<file path="src/rtl/mp3src_rom_arb.sv">
// mp3src_rom_arb: round-robin two-port arbiter for the MP3 source ROM; MP3SRC_ARB_STATS_EN adds grant/conflict/error counters
`ifndef ADDRESS_WIDTH
`define ADDRESS_WIDTH 10
`endif
`ifndef DATA_WIDTH
`define DATA_WIDTH 32
`endif
module mp3src_rom_arb #(
  parameter int AW = `ADDRESS_WIDTH,
  parameter int DW = `DATA_WIDTH
) (
  input  logic          clk,
  input  logic          rst_n,
`ifdef MP3SRC_ARB_STATS_EN
  output logic [31:0]   gnt_cnt0,
  output logic [31:0]   gnt_cnt1,
  output logic [31:0]   conflict_cnt,
  output logic [15:0]   err_cnt,
`endif
  input  logic [AW:0]   src_len,
  input  logic          req0,
  input  logic [AW-1:0] addr0,
  output logic          gnt0,
  output logic          rvalid0,
  output logic [DW-1:0] rdata0,
  output logic          rerr0,
  input  logic          req1,
  input  logic [AW-1:0] addr1,
  output logic          gnt1,
  output logic          rvalid1,
  output logic [DW-1:0] rdata1,
  output logic          rerr1,
  output logic [AW-1:0] rom_addr,
  input  logic [DW-1:0] rom_data
);
  logic last_gnt, a_vld, a_port, a_oor;
  // grant: lone requester wins, a conflict goes to the port not granted last
  always_comb begin
    gnt0 = rst_n & req0 & (~req1 | last_gnt);
    gnt1 = rst_n & req1 & (~req0 | ~last_gnt);
    rom_addr = gnt0 ? addr0 : gnt1 ? addr1 : '0;
  end
  // stage A: remember which port was granted and whether its address is past the stream
  always_ff @(posedge clk) begin
    if (!rst_n) begin
      last_gnt <= 1'b1;
      a_vld <= 1'b0;
      a_port <= 1'b0;
      a_oor <= 1'b0;
    end else begin
      if (gnt0 | gnt1) last_gnt <= gnt1;
      a_vld <= gnt0 | gnt1;
      a_port <= gnt1;
      a_oor <= {1'b0, rom_addr} >= src_len;
    end
  end
  // stage B: route the ROM word to its requester; the idle port keeps its last data
  always_ff @(posedge clk) begin
    if (!rst_n) begin
      rvalid0 <= 1'b0;
      rvalid1 <= 1'b0;
      rdata0 <= '0;
      rdata1 <= '0;
      rerr0 <= 1'b0;
      rerr1 <= 1'b0;
    end else begin
      rvalid0 <= a_vld & ~a_port;
      rvalid1 <= a_vld & a_port;
      if (a_vld & ~a_port) begin
        rdata0 <= a_oor ? '0 : rom_data;
        rerr0 <= a_oor;
      end
      if (a_vld & a_port) begin
        rdata1 <= a_oor ? '0 : rom_data;
        rerr1 <= a_oor;
      end
    end
  end
`ifdef MP3SRC_ARB_STATS_EN
  // saturating event counters, each bumped on the edge closing the cycle of its event
  always_ff @(posedge clk) begin
    if (!rst_n) begin
      gnt_cnt0 <= '0;
      gnt_cnt1 <= '0;
      conflict_cnt <= '0;
      err_cnt <= '0;
    end else begin
      gnt_cnt0 <= gnt_cnt0 + 32'(gnt0 & ~&gnt_cnt0);
      gnt_cnt1 <= gnt_cnt1 + 32'(gnt1 & ~&gnt_cnt1);
      conflict_cnt <= conflict_cnt + 32'(req0 & req1 & ~&conflict_cnt);
      err_cnt <= err_cnt + 16'(((rvalid0 & rerr0) | (rvalid1 & rerr1)) & ~&err_cnt);
    end
  end
`endif
endmodule

</file>
<file path="config.mk">
export PLATFORM = sky130hd
export DESIGN_NAME = mp3src_rom_arb
export DESIGN_NICKNAME = d
export VERILOG_FILES = /design/src/rtl/mp3src_rom_arb.sv
export SDC_FILE = /design/constraint.sdc
export NUM_CORES = 1
export LEC_CHECK = 0
export CORE_MARGIN = 8
export CORE_UTILIZATION = 37
export CTS_CLUSTER_DIAMETER = 200
export CTS_CLUSTER_SIZE = 24
export DETAILED_ROUTE_END_ITERATION = 10
export GPL_ROUTABILITY_DRIVEN = 0
export PLACE_DENSITY = 0.77
export SKIP_LAST_GASP = 1
export SYNTH_ARGS = -nofsm -noshare
export SYNTH_HDL_FRONTEND = slang
export SYNTH_SLANG_ARGS = --single-unit
</file>
<file path="constraint.sdc">
create_clock -name clk -period 1.9 [get_ports clk]
set_clock_uncertainty 0.1 [all_clocks]
set_input_delay 0.38 -clock clk [delete_from_list [all_inputs] [get_ports clk]]
set_output_delay 0.38 -clock clk [all_outputs]
set_load 0.01 [all_outputs]
</file>
==> Word level (Yosys, flattened, before mapping) <==
Cells that the tools add are included.
{ "classes": {"muxes": 3, "n_addsub": 0, "n_div": 0, "bitwise": 13, "reduce_logical": 0, "eq_ne": 0, "multipliers": 0, "magnitude_cmp": 1, "n_shift": 0} }
{ "ops": {"columns": ["op", "count"], "rows": [
  ["$mux 32", 1],
  ["$mux 10", 2],
  ["$ge 10x11->1", 1],
  ["$and 1x1->1", 6],
  ["$not 1->1", 4],
  ["$or 1x1->1", 3]
]} }
{ "word_totals": {"inputBits": 67, "latchBits": 0, "output_inout_bits": 80, "mem_bits_ro": 0, "wordCells": 27, "ramBits": 0, "n_memories": 0, "register_bits": 72} }

==> Depth between registers and ports, before layout <==
{ "depth": {"depth_word": 6, "ltp_mapped": 10, "mapped_depth_nobuf": 9} }

==> Least setup slack after synthesis <==
No wires, ideal clock.
{ "synth_path": {"path_type": "input -> register", "from": "input rst_n", "to": "register a_oor", "cell_stages": 10, "setup_ps": 125, "path_buffers": 1, "path_slack_ps": -46, "arrival_time_ps": 1721, "required_ps": 1675, "cell_sequence": "inv_2 a21oi_2 and2_4 buf_4 a22o_1 ha_1 a21oi_1 o21ai_0 a21oi_1 o32ai_1"} }
{ "synth_between": {"elab_cells_between_ends": 7} }
{ "synth_lines": {"columns": ["item", "line", "rtl"], "rows": [
  ["start, declared", "13", "input logic rst_n,"],
  ["$and 1x1->1 (2 in series)", "39", "gnt0 = rst_n & req0 & (~req1 | last_gnt);"],
  ["named net gnt0", "23", "output logic gnt0,"],
  ["$mux 10", "41", "rom_addr = gnt0 ? addr0 : gnt1 ? addr1 : '0;"],
  ["named net rom_addr[2]", "33", "output logic [AW-1:0] rom_addr,"],
  ["$ge 10x11->1", "54", "a_oor <= {1'b0, rom_addr} >= src_len;"],
  ["end signal, assigned", "54", null],
  ["end, declared", "36", "logic last_gnt, a_vld, a_port, a_oor;"]
]} }
The timed path passes the listed nets, and every way through them passes these cells.
A chain may end at the register's enable or synchronous reset.

==> Worst setup path in the final report <==
{ "layout_path": {"from": "register last_gnt", "to": "register a_oor"} }
{ "layout_between": {"elab_chain_cells": 6, "elab_cells_between_ends": 8} }
{ "layout_lines": {"columns": ["item", "line", "rtl"], "rows": [
  ["start, declared", "36", null],
  ["start signal, assigned", "51", "if (gnt0 | gnt1) last_gnt <= gnt1;"],
  ["$not 1->1", "40", "gnt1 = rst_n & req1 & (~req0 | ~last_gnt);"],
  ["$or 1x1->1", "40", null],
  ["$and 1x1->1", "40", null],
  ["$mux 10", "41", null],
  ["$mux 10 *", "41", null],
  ["$ge 10x11->1 *", "54", null]
]} }
Every way passes the cells marked *; elsewhere a longest branch is shown, timed or not.

==> key figures <==
Worst setup path
  – CP Max Fanout: 7
  – Crit path DAT: 2.03 ns
  – Reg2Reg Capture Point: a_oor
  – Nature of the critical path endpoint: flip-flop
  – Reg2Reg Setup Slack: -0.04 ns
  – Crit path required time: 1.99 ns
  – R2r worst-path depth: 10
  – Critical path class: flip-flop to flip-flop
  – Critical path startpoint category: flip-flop
  – R2r startpoint: last_gnt

GRT
  – Total GRT Usage: 16.77%
  – Initial antenna violation count: 0
  – First-pass GRT wire length: 15650 um
  – Largest net degree at the start of global routing: 71
  – Grt total ovfl: 0
  – Vias in the first global route: 3340

Synthesis
  – Syn nets: 467
  – Post-synthesis instance total: 390
  – Leading area contributor after synthesis: dfxtp_1
  – Yosys warning count: 0
  – Register area share after synthesis: 46.87%
  – Synth cell types: 24
  – Synthesized cell area: 0.003075 mm2
  – Register bit total from synthesis: 72
  – Top-area cell type share of the netlist area: 46.87%
  – Synth area leaders: dfxtp_1 47%, nand2_1 17%, a21oi_1 12%
  – Avg Synthesized Cell Area: 7.886 um2

Floorplan
  – Core ar.: 0.008134 mm2
  – Die Ht: 107.2 um
  – Starting density of the core: 37.81%
  – FP Rows: 33
  – IO Pins: 147
  – Die width: 107.2 um
  – Die ar.: 0.01149 mm2

Placement
  – DP Wirelength: 7279 um
  – Port Buffers: 146
  – Placed Area: 0.004677 mm2

Detailed routing
  – Vias: 3106
  – WL/cell: 14.98 um
  – Iter 0 DRT Violations: 102
  – Routed WL: 9794 um
  – First-pass iteration count of the detailed router: 4
  – Via/cell ratio: 4.749
  – Residual DRC: 0
  – Antenna Nets Post-Route: 0

Power
  – LEAKAGE: 0.001920 uW
  – Sw Ratio: 26.11%
  – P_int: 2566 uW
  – VDD IR max: 0.0004097 V
  – Psw: 906.9 uW
  – Combinational power share: 20.4%
  – PwrDens: 701.3 mW/mm2
  – Sequential power share: 46.5%
  – Clk pwr share: 33.1%

Timing
  – Ratio of final minimum period to clock period: 102.1%
  – Final min period: 1.941 ns
  – Final Hold Fails: 0
  – Setup-failing EPs final: 5
  – Slew margin rel.: 51.21%
  – Max Slew Vio Count: 0
  – TNS Setup: -0.05723 ns
  – Fmax: 0.5153 GHz
  – Tightest Pin Transition: 0.7318 ns
  – RSZ-0062 raised after global routing: yes
  – Final WS setup: -0.04074 ns

Final layout
  – Ratio of cells with drive above 1 in the final layout: 12.93%
  – Reg area: 0.001443 mm2
  – Design area: 0.004952 mm2
  – Antenna Cells: 0
  – Area occupied by multi-input gates: 0.001533 mm2
  – Area Growth Syn to Fin: 61.03%
  – Util after Layout: 60.88%
  – Largest regs: rdata0 (32), rdata1 (32)
  – Post-layout nets: 621
  – Fill cells: 716

Outcome
  – Failing checks: negative setup slack
  – Status: finished, violations left

Worst hold path
  – WHS Path Cells: 2
  – Worst hold path startpoint: rdata0[26]
  – Min-Delay Endpoint: rdata0[26]
  – Hold Path Class: flip-flop to flip-flop

Clocking
  – Clock insertion delay at the later pin of the skew report: 0.33 ns
  – Sink Count: 72
  – CTS tree: done
  – Hold-fix buffers, CTS: 0
  – Total number of H-tree levels: 3
  – Clock Tree Buf Depth: 2
  – Reg clk slew, reported paths: 0.07 ns
  – Root buf cell: clkbuf_8
  – CTS Buf Count: 9

Run
  – Maxcap violations: 0
## how the worst max path moves through the flow
stage | startpoint | cells past startpoint | to | slack [ns]
after floorplan | rst_n | 10 | a_oor | 0.02
after global placement | rst_n | 6 | rom_addr[5] | -0.62
after detailed placement | rst_n | 6 | rom_addr[5] | -0.63
after CTS | last_gnt | 5 | rom_addr[3] | -0.06
after global routing | last_gnt | 10 | a_oor | -0.13
final | last_gnt | 10 | a_oor | -0.04
## logic make-up after synthesis
group	share of synthesized area [%]
AO/OA/AOI/OAI	16.27
adder cells (fa/ha/maj)	4.068
buffers and inverters	6.916
flip-flops	46.87
AND/OR/NAND/NOR	25.88
## timing repair
item / 4_1_cts / 5_1_grt
setup endpoints to repair: 13 / 13
gates resized for setup: 58 / 12
pin swaps: 13 / 6
gates cloned: 2 / 0
setup buffers: 2 / 0
## metal layers
metal	share of wire (%)	track usage, %
met1	37	16.33
met2	50	29.83
met3	11	8.458
met4	1.5	5.930
met5	0	0
## cell type report
cell class / instances / share of cell area, %
Sequential cell: 72 / 29.13
Multi-Input combinational cell: 281 / 30.95
Inverter: 11 / 0.8843
Timing Repair Buffer: 169 / 32.59
Clock buffer: 10 / 2.577
Tap cell: 105 / 2.653
Clock inverter: 6 / 1.213
## worst max-delay path: stages, from the launching register on
cell and delay [ns]:
dfxtp_2 0.35, buf_6 0.10, a21oi_4 0.06, buf_12 0.14, a22o_1 0.24, buf_4 0.13
ha_1 0.30, nand2_2 0.10, nor2_1 0.06, a21oi_2 0.13, o32ai_2 0.08
## cells in the mapped netlist
cell / instances
a22o_1: 10
buf_2: 5
nor2b_1: 18
nand2_1: 137
ha_1: 10
o32ai_1: 1
or2_2: 1
and2_1: 1
buf_6: 3
inv_1: 10
and2b_1: 16
and2_4: 1
inv_2: 1
buf_4: 11
a21oi_1: 73
a21o_1: 1
nand2b_1: 1
nand4_1: 1
o21ai_0: 3
nor2_1: 4
dfxtp_1: 72
clkbuf_1: 8
a22oi_1: 1
a21oi_2: 1
## placed cells by master, fill, tap and decap left out, types with 7 or more instances in the layout
master,n
clkbuf_8,9
a21oi_1,67
clkdlybuf4s50_1,131
nand2_1,135
inv_1,9
ha_1,7
and2b_1,16
buf_4,20
nor2b_1,17
dfxtp_1,71
a22o_1,9
buf_2,9
## through the flow
stage / cells / setup slack [ns] / power, uW / hold WS, ns
final: 654 / -0.04074 / 3473 / 0.3569
after global routing: 654 / -0.1302 / 3665 / 0.3745
after CTS: 654 / -0.05541 / 3490 / 0.3490
after detailed placement: 634 / -0.6311 / 2336 / 0.3481
after global placement: 634 / -0.6179 / 2319 / 0.3415
after floorplan: 390 / 0.02029 / 1959 / 0.3454
## power by group through the flow
stage / Clock, uW / Sequential (uW) / Combinational, uW
final: 1150 / 1610 / 710
after global routing: 1270 / 1620 / 775
after CTS: 1180 / 1610 / 700
after detailed placement: 0 / 1650 / 687
after global placement: 0 / 1650 / 673
after floorplan: 0 / 1670 / 284
No activity file was read; power rests on OpenSTA's default activity.
